<file path="src/rtl/mem_port_arbiter.sv">
// Arbitrates one single-port memory between instruction fetch and data access, with branch squash and access timeout.
// Optional ARB_STATS_EN macro adds saturating completion/stall counters.
module mem_port_arbiter #(
    parameter int unsigned ADDR_W  = 32,
    parameter int unsigned DATA_W  = 32,
    parameter int unsigned TIMEOUT = 64
) (
    input  logic              clk,
    input  logic              rst,
    input  logic              branch_taken,
    input  logic              if_req,
    input  logic [ADDR_W-1:0] if_addr,
    output logic [DATA_W-1:0] if_rdata,
    output logic              if_ready,
    output logic              if_freeze,
    input  logic              mem_req,
    input  logic              mem_we,
    input  logic [ADDR_W-1:0] mem_addr,
    input  logic [DATA_W-1:0] mem_wdata,
    output logic [DATA_W-1:0] mem_rdata,
    output logic              mem_ready,
    output logic              mem_freeze,
    output logic              bus_err,
`ifdef ARB_STATS_EN
    output logic [31:0]       stat_if_cnt,
    output logic [31:0]       stat_mem_cnt,
    output logic [31:0]       stat_stall_cnt,
`endif
    output logic              m_req,
    output logic              m_we,
    output logic [ADDR_W-1:0] m_addr,
    output logic [DATA_W-1:0] m_wdata,
    input  logic [DATA_W-1:0] m_rdata,
    input  logic              m_ack
);

    localparam int unsigned TCNT_W = 8;

    typedef enum logic [1:0] {
        S_IDLE    = 2'd0,
        S_IF_ACC  = 2'd1,
        S_MEM_ACC = 2'd2,
        S_IF_DROP = 2'd3
    } state_t;

    state_t              r_state;
    state_t              w_state_nxt;

    logic                r_m_req;
    logic                r_m_we;
    logic [ADDR_W-1:0]   r_m_addr;
    logic [DATA_W-1:0]   r_m_wdata;
    logic                r_if_ready;
    logic [DATA_W-1:0]   r_if_rdata;
    logic                r_mem_ready;
    logic [DATA_W-1:0]   r_mem_rdata;
    logic                r_bus_err;
    logic [TCNT_W-1:0]   r_tcnt;

    logic                w_m_req_nxt;
    logic                w_m_we_nxt;
    logic [ADDR_W-1:0]   w_m_addr_nxt;
    logic [DATA_W-1:0]   w_m_wdata_nxt;
    logic                w_if_ready_nxt;
    logic [DATA_W-1:0]   w_if_rdata_nxt;
    logic                w_mem_ready_nxt;
    logic [DATA_W-1:0]   w_mem_rdata_nxt;
    logic                w_bus_err_nxt;
    logic [TCNT_W-1:0]   w_tcnt_nxt;

    logic                w_mem_elig;
    logic                w_if_elig;
    logic                w_timeout;

    // A requester still holds its req during its own ready cycle; don't re-grant it then.
    assign w_mem_elig = mem_req & ~r_mem_ready;
    assign w_if_elig  = if_req  & ~r_if_ready;
    // Abort once m_req has been held TIMEOUT cycles without an ack; an ack in the last cycle still wins.
    assign w_timeout  = ~m_ack & (r_tcnt == TCNT_W'(TIMEOUT - 1));

    always_ff @(posedge clk or negedge rst) begin
        if (!rst) begin
            r_state <= S_IDLE;
        end else begin
            r_state <= w_state_nxt;
        end
    end

    always_comb begin
        w_state_nxt     = r_state;
        w_m_req_nxt     = r_m_req;
        w_m_we_nxt      = r_m_we;
        w_m_addr_nxt    = r_m_addr;
        w_m_wdata_nxt   = r_m_wdata;
        w_if_ready_nxt  = 1'b0;
        w_if_rdata_nxt  = r_if_rdata;
        w_mem_ready_nxt = 1'b0;
        w_mem_rdata_nxt = r_mem_rdata;
        w_bus_err_nxt   = 1'b0;
        w_tcnt_nxt      = r_tcnt;

        case (r_state)
            S_IDLE: begin
                if (w_mem_elig) begin
                    w_state_nxt   = S_MEM_ACC;
                    w_m_req_nxt   = 1'b1;
                    w_m_we_nxt    = mem_we;
                    w_m_addr_nxt  = mem_addr;
                    w_m_wdata_nxt = mem_wdata;
                    w_tcnt_nxt    = '0;
                end else if (w_if_elig) begin
                    w_state_nxt   = S_IF_ACC;
                    w_m_req_nxt   = 1'b1;
                    w_m_we_nxt    = 1'b0;
                    w_m_addr_nxt  = if_addr;
                    w_m_wdata_nxt = '0;
                    w_tcnt_nxt    = '0;
                end
            end
            S_IF_ACC: begin
                if (m_ack) begin
                    w_state_nxt = S_IDLE;
                    w_m_req_nxt = 1'b0;
                    if (!branch_taken) begin
                        w_if_ready_nxt = 1'b1;
                        w_if_rdata_nxt = m_rdata;
                    end
                end else if (w_timeout) begin
                    w_state_nxt   = S_IDLE;
                    w_m_req_nxt   = 1'b0;
                    w_bus_err_nxt = 1'b1;
                    if (!branch_taken) begin
                        w_if_ready_nxt = 1'b1;
                        w_if_rdata_nxt = '0;
                    end
                end else begin
                    w_tcnt_nxt = r_tcnt + TCNT_W'(1);
                    if (branch_taken) begin
                        w_state_nxt = S_IF_DROP;
                    end
                end
            end
            S_MEM_ACC: begin
                if (m_ack) begin
                    w_state_nxt     = S_IDLE;
                    w_m_req_nxt     = 1'b0;
                    w_mem_ready_nxt = 1'b1;
                    w_mem_rdata_nxt = m_rdata;
                end else if (w_timeout) begin
                    w_state_nxt     = S_IDLE;
                    w_m_req_nxt     = 1'b0;
                    w_bus_err_nxt   = 1'b1;
                    w_mem_ready_nxt = 1'b1;
                    w_mem_rdata_nxt = '0;
                end else begin
                    w_tcnt_nxt = r_tcnt + TCNT_W'(1);
                end
            end
            S_IF_DROP: begin
                // Squashed fetch: let the memory finish, then discard its data.
                if (m_ack) begin
                    w_state_nxt = S_IDLE;
                    w_m_req_nxt = 1'b0;
                end else if (w_timeout) begin
                    w_state_nxt   = S_IDLE;
                    w_m_req_nxt   = 1'b0;
                    w_bus_err_nxt = 1'b1;
                end else begin
                    w_tcnt_nxt = r_tcnt + TCNT_W'(1);
                end
            end
            default: begin
                w_state_nxt = S_IDLE;
                w_m_req_nxt = 1'b0;
            end
        endcase
    end

    always_ff @(posedge clk or negedge rst) begin
        if (!rst) begin
            r_m_req     <= 1'b0;
            r_m_we      <= 1'b0;
            r_m_addr    <= '0;
            r_m_wdata   <= '0;
            r_if_ready  <= 1'b0;
            r_if_rdata  <= '0;
            r_mem_ready <= 1'b0;
            r_mem_rdata <= '0;
            r_bus_err   <= 1'b0;
            r_tcnt      <= '0;
        end else begin
            r_m_req     <= w_m_req_nxt;
            r_m_we      <= w_m_we_nxt;
            r_m_addr    <= w_m_addr_nxt;
            r_m_wdata   <= w_m_wdata_nxt;
            r_if_ready  <= w_if_ready_nxt;
            r_if_rdata  <= w_if_rdata_nxt;
            r_mem_ready <= w_mem_ready_nxt;
            r_mem_rdata <= w_mem_rdata_nxt;
            r_bus_err   <= w_bus_err_nxt;
            r_tcnt      <= w_tcnt_nxt;
        end
    end

    assign m_req      = r_m_req;
    assign m_we       = r_m_we;
    assign m_addr     = r_m_addr;
    assign m_wdata    = r_m_wdata;
    assign if_ready   = r_if_ready;
    assign if_rdata   = r_if_rdata;
    assign mem_ready  = r_mem_ready;
    assign mem_rdata  = r_mem_rdata;
    assign bus_err    = r_bus_err;
    assign if_freeze  = if_req & ~r_if_ready;
    assign mem_freeze = mem_req & ~r_mem_ready;

`ifdef ARB_STATS_EN
    logic [31:0] r_stat_if_cnt;
    logic [31:0] r_stat_mem_cnt;
    logic [31:0] r_stat_stall_cnt;

    // Saturating counters, cleared only by reset.
    always_ff @(posedge clk or negedge rst) begin
        if (!rst) begin
            r_stat_if_cnt    <= '0;
            r_stat_mem_cnt   <= '0;
            r_stat_stall_cnt <= '0;
        end else begin
            if (r_if_ready && (r_stat_if_cnt != '1)) begin
                r_stat_if_cnt <= r_stat_if_cnt + 32'd1;
            end
            if (r_mem_ready && (r_stat_mem_cnt != '1)) begin
                r_stat_mem_cnt <= r_stat_mem_cnt + 32'd1;
            end
            if (if_freeze && (r_stat_stall_cnt != '1)) begin
                r_stat_stall_cnt <= r_stat_stall_cnt + 32'd1;
            end
        end
    end

    assign stat_if_cnt    = r_stat_if_cnt;
    assign stat_mem_cnt   = r_stat_mem_cnt;
    assign stat_stall_cnt = r_stat_stall_cnt;
`endif

endmodule

</file>
<file path="config.mk">
export PLATFORM = sky130hd
export DESIGN_NAME = mem_port_arbiter
export DESIGN_NICKNAME = d
export VERILOG_FILES = /design/src/rtl/mem_port_arbiter.sv
export SDC_FILE = /design/constraint.sdc
export NUM_CORES = 1
export LEC_CHECK = 0
export BUFFER_PORTS_ARGS = -buffer_cell sky130_fd_sc_hd__buf_4
export CAP_MARGIN = 20
export CORE_AREA = 10 10 130 108
export CTS_CLUSTER_SIZE = 10
export DETAILED_ROUTE_END_ITERATION = 8
export DIE_AREA = 0 0 140 118
export GPL_TIMING_DRIVEN = 0
export PLACE_DENSITY = 0.85
export SYNTH_ARGS = -nofsm -noshare
export SYNTH_HDL_FRONTEND = slang
export SYNTH_SLANG_ARGS = --single-unit
export TNS_END_PERCENT = 100
</file>
<file path="constraint.sdc">
create_clock -name clk -period 2.9 [get_ports clk]
set_input_delay 0.58 -clock clk [delete_from_list [all_inputs] [get_ports clk]]
set_output_delay 0.58 -clock clk [all_outputs]
set_load 0.01 [all_outputs]
</file>
== Word-level counts from Yosys, hierarchy flattened ==
Cells that the tools add are included.

* Add/subtract/negate cells: 1
* Equality and inequality tests: 12
* Multiplexer cells: 39
* Bitwise gates (word level): 6
* Reduce and logical (&&, ||, !) cells: 11

{| class="wikitable"
|+ Operators with widths
! operator !! number
|-
| 32-bit 2-to-1 mux || 10
|-
| 8-bit 2-to-1 mux || 4
|-
| 8-bit one-hot mux with 2 select lines || 1
|-
| 1-bit 2-to-1 mux || 15
|-
| 2-bit 2-to-1 mux || 7
|-
| 8-bit by 1-bit adder with 8-bit output, second input constant || 1
|-
| 8-bit by 6-bit equality test with 1-bit output, second input constant || 1
|-
| 2-bit inequality test, second input constant || 4
|-
| 3-bit by 1-bit inequality test with 1-bit output, second input constant || 2
|-
| 2-bit one-hot mux with 3 select lines || 1
|-
| 2-bit AND reduction || 3
|-
| 3-bit AND reduction || 2
|-
| 2-bit equality test, second input constant || 2
|-
| 4-bit inequality test, second input constant || 1
|-
| 4-bit AND reduction || 1
|-
| 2-bit nonzero test || 2
|-
| 1-bit AND || 3
|-
| 3-bit inequality test, second input constant || 1
|-
| 1-bit NOT || 3
|-
| 3-bit OR reduction || 1
|-
| 2-bit by 1-bit equality test with 1-bit output, second input constant || 1
|-
| 2-bit logical NOT || 1
|-
| 1-bit one-hot mux with 2 select lines || 1
|-
| 2-bit OR reduction || 1
|}

* Bits in registers: 143
* Input bits: 135
* Output and inout bits: 135
* Logic and storage cells: 80

== Depth between registers and ports, before layout ==
Gate-level depths: netlist (run 1).

* Depth in word-level cells: 5
* Depth in mapped cells: 8
* Mapped depth without buffers: 5

== Worst setup path before layout (run 1) ==
No wires, ideal clock.

* Kind: in2out
* From: input port mem_req
* To: output port mem_freeze
* Data arrival time: 1.181 ns
* Data required time: 2.320 ns
* Slack: 1.139 ns
* Stages on the path: 4
* Buffers on the path: 2
* Cells stage by stage: nand2b_1 -> buf_4 -> inv_2 -> clkbuf_1

* Longest elaborated chain between the ends: 1

{| class="wikitable"
|+ RTL lines
! what !! RTL line !! text
|-
| from (decl) || 16 || <nowiki>input logic mem_req,</nowiki>
|-
| 1-bit AND || 215 || <nowiki>assign mem_freeze = mem_req & ~r_mem_ready;</nowiki>
|-
| to (decl) || 22 || <nowiki>output logic mem_freeze,</nowiki>
|}

No other way between the ends.

== Worst setup path in the final report (run 1) ==
* From: register r_mem_ready, in the netlist mem_ready
* To: output port mem_freeze

* Longest elaborated chain between the ends: 2

{| class="wikitable"
|+ RTL lines
! what !! RTL line !! text
|-
| from (decl) || 55 || <nowiki>logic r_mem_ready;</nowiki>
|-
| from (signal assigned) || 198 || <nowiki>r_mem_ready <= w_mem_ready_nxt;</nowiki>
|-
| 1-bit NOT || 215 ||
|-
| 1-bit AND || 215 ||
|}

No other way between the ends.

==> run_results.csv, run 1 <==
group,metric,value,unit
worst_setup_path,critPathBufInv,4,
grt,grt_pass1_vias,5352,
worst_setup_path,end_kind,"output pin",
routing,wl,19700,um
yosys,yosysTopAreaCellShare,64.1,%
layout,antenna_cells,0,
routing,vias,5087,
worst_setup_path,crit_path_cell_trace,"nand2b_1 -> buf_4 -> inv_2 -> clkbuf_1 -> buf_4",
worst_setup_path,slowest_stage,"clkbuf_1",
yosys,synth_edf_count,0,
yosys,synthArstFlopShare,100,%
yosys,synth_area,0.00559,mm^2
yosys,synth-compound-area-share,20.8,%
yosys,syn_avg_cell_area,12.1,um^2
worst_setup_path,crit_type,"register to output pin",
timing,fin_crit,2.45,ns
clocking,clkLatencyLatePin,0.41,ns
worst_setup_path,cp.required,2.32,ns
yosys,ys_warn_count,0,
worst_setup_path,cp-startpoint,"mem_ready",
routing,drt_iter0_markers,319,
layout,stdcell_count,911,
worst_setup_path,cp_top_family,"buffers and inverters",
clocking,cts-resized-gates,0,
routing,route.detailed.drc,0,
floorplan,die-area,0.0165,mm^2
power_and_ir_drop,leakagePower,4.31,nW
min_path,hold_class,"input pin to asynchronous set/reset pin",
timing,max_freq,0.408,GHz
yosys,seq_area_frac_synth,64.1,%
timing,tns,0,ns
yosys,yosys.area_share.xor_xnor,0.157,%
grt,grt_pass1_wl,30600,um
yosys,yosysTopAreaCell,"dfrtp_1",
routing,wl_per_cell,21.6,um
worst_setup_path,crit_fanout,10,
yosys,ys.flop_type,"dfrtp_1",
power_and_ir_drop,ir_worst_vdd,641,uV
layout,fin_util,74.6,%
layout,fillCellCount,757,
floorplan,start_util,49.1,%
layout,drive_gt1_share,43.9,%
grt,grt_max_degree,75,
yosys,synthMuxAreaShare,0.538,%
timing,fin_crit_sh,84.5,%
timing,rsz0062_at_grt,"no",
clocking,cts_buffers,17,
clocking,clk_path_buf_depth,2,
timing,tightest_slew,0.644,ns
worst_setup_path,cp.arrival,1.87,ns
yosys,synthAdderAreaFrac,0.224,%
layout,seqCellArea,0.00358,mm^2
timing,hold_viol,0,
floorplan,die_y,118,um
timing,setup_violations,0,
floorplan,ios,270,
floorplan,core,0.0114,mm^2
yosys,synthSimpleGateAreaFrac,10.3,%
clocking,cts_max_level,4,
timing,worst_hold_slack,0.165,ns
power_and_ir_drop,total_power,9.94,mW
worst_setup_path,crit_path_start_kind,"register",
clocking,hold_buffers,0,
floorplan,num_rows,35,
yosys,synth_top_family_by_area,"compound AO/OA/AOI/OAI gates",
yosys,syn_inst,461,
placed_design,io_buffers,269,
layout,multi_input_area,0.00179,mm^2
status,status,"finished clean",
flow_run,maxCapViolCount,0,
routing,ant_nets,0,
timing,slew_violations,0,
routing,via_per_inst,5.58,
layout,fin_nets,886,
yosys,synth_seq_cells,143,
floorplan,die_w,140,um
timing,maxSlewHeadroom,57.1,%
clocking,cts_num_sinks,143,
grt,grt-ovfl-total,0,
layout,area_growth,52.0,%
worst_setup_path,crit_top_cell,"buf_4",
placed_design,dp.cells,879,
grt,grt_use_total,23.1,%
placed_design,gp_congestion,0.929,
clocking,postCtsSetupBuffers,0,
power_and_ir_drop,powerDensity,1170,mW/mm^2
clocking,clockRootBuffer,"clkbuf_16",
yosys,synth_cell_types,39,
yosys,synth_area_leaders,"dfrtp_1 (64%), a22o_1 (15%), nand2_1 (4.4%)",
timing,finClkSkew,0.00893,ns
clocking,clkTransAtPathRegs,0.06,ns
placed_design,dp_hpwl,14900,um
worst_setup_path,r2r-start,"r_state[0]",
yosys,syn-num-nets,597,
grt,antenna_found_initial,0,
worst_setup_path,cp_slowest_stage_delay,0.41,ns
routing,dr.pass1.iters,5,
clocking,cts_tree,"yes",
final cells by class:
class	count	area share, %
clock inverters	14	2.71
well taps	148	2.18
inverters	5	0.221
repair buffers	270	24.2
multi-input cells	278	21.0
clock buffers	18	5.17
plain buffers	35	2.39
flip-flops and latches	143	42.1
sequential cells by signal, indices dropped and copies added, names as in the netlist:
| register | flops |
|---|---|
| if_rdata | 32 |
| r_tcnt | 8 |
| m_we | 1 |
| r_state | 2 |
| if_ready | 1 |
| bus_err | 1 |
| mem_ready | 1 |
| m_addr | 32 |
| m_wdata | 32 |
| m_req | 1 |
| mem_rdata | 32 |
metal layers:
metal / GRT usage (%) / up-vias / wire length, um
li1: - / 2253 / -
met1: 27.3 / 2522 / 7740
met2: 38.5 / 286 / 9840
met3: 8.75 / 26 / 1780
met4: 6.19 / 0 / 340
met5: 0 / - / 0
worst register-to-register path, cell delays in order (launching register included):
cell and delay, ns:
dfrtp_1 0.46, nor2_1 0.41, o21a_1 0.31, buf_2 0.27
buf_2 0.27, a31oi_1 0.14
worst paths after layout:
kind	endpoint	slack, ns	depth (start not counted)
hold / removal	m_wdata[24]	0.17	1
setup reg to reg	m_addr[14]	0.92	5
max in group asynchronous	mem_rdata[9]	1.95	2
setup / recovery	mem_freeze	0.45	5
hold reg to reg	m_req	0.49	1
min in group clk	m_wdata[12]	0.38	2
report_power, final:
part           leakage [nW]  switching, mW  internal, mW
Clock                 0.317          0.887          1.57
Combinational          2.22           1.92          2.05
Sequential             1.77          0.605          2.91
Total                  4.31           3.41          6.53
logic make-up after synthesis:
logic type / after synthesis
AO/OA/AOI/OAI: 144
XOR/XNOR: 1
adder cells (fa/ha/maj): 1
buffers and inverters: 40
flip-flops: 143
multiplexers: 3
AND/OR/NAND/NOR: 129
Yosys cell counts, types with 4 or more instances:
cell type and n:
buf_2 18, nor2_1 36, buf_6 6, a31oi_1 33
a22o_1 97, dfrtp_1 143, inv_1 4, clkbuf_1 10
nand2_1 66, nand3_1 4, nand4_1 4
metrics by stage:
stage,setup WS [ns],instance area [um^2]
after floorplan,1.14,5590
after global routing,0.330,8490
after CTS,0.432,8490
after detailed placement,0.666,7820
after global placement,0.720,7790
final,0.450,8490
cell usage in the layout, fill, tap and decap left out, types with 2 or more instances in the layout:
master,n
buf_4,269
clkinvlp_4,3
o21ai_0,2
and2_1,3
a21oi_1,2
a22o_1,97
clkinv_4,2
inv_6,2
o21ai_1,3
and3_1,2
inv_1,4
nand4_1,4
nor2_1,36
nand2_4,2
buf_6,7
nand2_1,66
nor2b_1,3
clkbuf_16,17
clkbuf_1,10
nand3_1,4
mux2i_1,3
a31oi_1,33
buf_2,18
dfrtp_1,143
inv_8,2
bufinv_16,5
No activity file was read; power rests on OpenSTA's default activity.
==> inputs of run 2 (changes only) <==
CORE_AREA = 10 10 140 117   (was 10 10 130 108)
DIE_AREA = 0 0 150 127   (was 0 0 140 118)
PLACE_DENSITY = 0.77   (was 0.85)
clock period = 2.1 ns   (was 2.9 ns; I/O delays follow)
==> run 2 against run 1 <==
Against the previous run: core utilization is 12 points lower; largest power group unchanged; final cell count is 4.0% higher; power is 41% higher; die area is 15% higher; critical endpoint is now m_addr[11].
==> run_results.csv, run 2 (synthesis results as in run 1) <==
group,metric,value,unit
power_and_ir_drop,ir_worst_vdd,895,uV
grt,grt_pass1_vias,5360,
layout,final_common_cell,"buf_4",
clocking,clkTransAtPathRegs,0.06,ns
grt,grt_max_degree,99,
worst_setup_path,cp.required,2.37,ns
clocking,cts_max_level,4,
timing,setup_violations,0,
timing,worst_hold_slack,0.215,ns
flow_run,maxCapViolCount,0,
layout,seqCellArea,0.00358,mm^2
clocking,cts-resized-gates,0,
layout,drive_gt1_share,43.9,%
clocking,clkLatencyLatePin,0.42,ns
status,status,"finished clean",
timing,tightest_slew,0.527,ns
worst_setup_path,critPathBufInv,4,
timing,rsz0062_at_grt,"yes",
layout,fillCellCount,1071,
floorplan,die-area,0.0191,mm^2
worst_setup_path,end_kind,"register",
placed_design,io_buffers,269,
worst_setup_path,cp.arrival,2.26,ns
clocking,cts_num_sinks,143,
floorplan,die_y,127,um
floorplan,ios,270,
timing,max_freq,0.503,GHz
routing,drt_iter0_markers,322,
min_path,hold_class,"input pin to register",
floorplan,die_w,150,um
worst_setup_path,cp_top_family,"buffers and inverters",
worst_setup_path,crit_top_cell,"buf_2",
routing,route.detailed.drc,0,
worst_setup_path,crit_type,"register to register",
placed_design,dp.cells,915,
clocking,cts_tree,"yes",
power_and_ir_drop,powerDensity,1630,mW/mm^2
grt,grt_pass1_wl,29400,um
timing,fin_crit,1.99,ns
grt,grt_use_total,19.4,%
timing,slew_violations,0,
routing,wl_per_cell,20.2,um
timing,tns,0,ns
layout,multi_input_area,0.00179,mm^2
floorplan,core,0.0138,mm^2
timing,fin_crit_sh,94.7,%
routing,ant_nets,0,
grt,grt-ovfl-total,0,
worst_setup_path,slowest_stage,"dfrtp_1",
floorplan,start_util,40.6,%
layout,fin_util,62.5,%
timing,hold_viol,0,
clocking,cts_buffers,17,
worst_setup_path,crit_fanout,17,
timing,finClkSkew,0.0111,ns
grt,antenna_found_initial,0,
routing,dr.pass1.iters,5,
worst_setup_path,cp_slowest_stage_delay,0.37,ns
worst_setup_path,crit_path_start_kind,"register",
clocking,clockRootBuffer,"clkbuf_16",
routing,via_per_inst,5.33,
placed_design,gp_congestion,0.879,
layout,antenna_cells,0,
layout,area_growth,54.1,%
routing,vias,5049,
floorplan,num_rows,39,
timing,maxSlewHeadroom,64.7,%
layout,stdcell_count,947,
clocking,postCtsSetupBuffers,0,
layout,mostFrequentLayoutCells,"buf_4 (269), dfrtp_1 (143), a22o_1 (97)",
placed_design,dp_hpwl,14600,um
routing,wl,19200,um
worst_setup_path,crit_path_cell_trace,"nand2b_1 -> buf_4 -> inv_2 -> o21a_1 -> buf_2 -> buf_2 -> a31oi_1",
layout,fin_nets,886,
clocking,clk_path_buf_depth,2,
power_and_ir_drop,leakagePower,4.35,nW
run 2: cell types whose count changed in the layout (fill, tap and decap cells not counted), sizes merged:
cell and delta:
inv -2, bufinv +3, dlygate4sd3 +1, clkinvlp -2
run 2: layout make-up:
cell class,count,share of cell area [%]
Sequential cell,143,41.6
Timing Repair Buffer,271,23.9
Multi-Input combinational cell,278,20.8
Clock buffer,19,5.26
Clock inverter,13,3.24
Tap cell,184,2.68
Buffer,34,2.31
Inverter,5,0.218
run 2: layer usage:
metal	vias to the layer above	share of wire (%)	wire length (um)	track usage [%]
met3	25	11	2180	7.90
met4	0	1.7	326	6.51
met1	2485	40	7570	23.0
met2	288	47	9090	31.3
li1	2251	-	-	-
met5	-	0	0	0
run 2: worst paths after layout:
kind | slack (ns) | depth (start not counted) | from | endpoint
setup / recovery | 0.11 | 7 | mem_ready | m_addr[11]
hold / removal | 0.21 | 2 | mem_wdata[18] | m_wdata[18]
setup reg to reg | 0.11 | 7 | mem_ready | m_addr[11]
hold reg to reg | 0.50 | 1 | if_rdata[3] | if_rdata[3]
max in group asynchronous | 0.80 | 3 | rst | if_rdata[11]
min in group asynchronous | 0.49 | 2 | rst | mem_rdata[28]
run 2: worst reg2reg max path: stages (launching register included):
cell and delay [ns]:
dfrtp_1 0.37, nand2b_1 0.14, buf_4 0.18, inv_2 0.24
o21a_1 0.26, buf_2 0.27, buf_2 0.26, a31oi_1 0.14
run 2: power by group:
part,internal (mW),switching [mW]
logic,2.83,2.61
clock network,2.54,1.17
registers,4.02,0.840
run 2: repair_timing:
item                                   in CTS  in global routing
setup endpoints to repair                   1                  1
endpoints found under the hold margin      45                  0
pin swaps                                   0                  0
cloned                                      0                  0
hold buffers                                1                  0
run 2: per-stage QoR:
step           setup WS, ns  power [mW]  cell area (um^2)
2_1_floorplan         0.366        7.30              5590
3_3_place_gp         0.0928        10.2              7840
3_5_place_dp         0.0864        10.4              7870
4_1_cts              0.0991        14.1              8600
5_1_grt             -0.0143        14.8              8600
6_report              0.112        14.0              8600
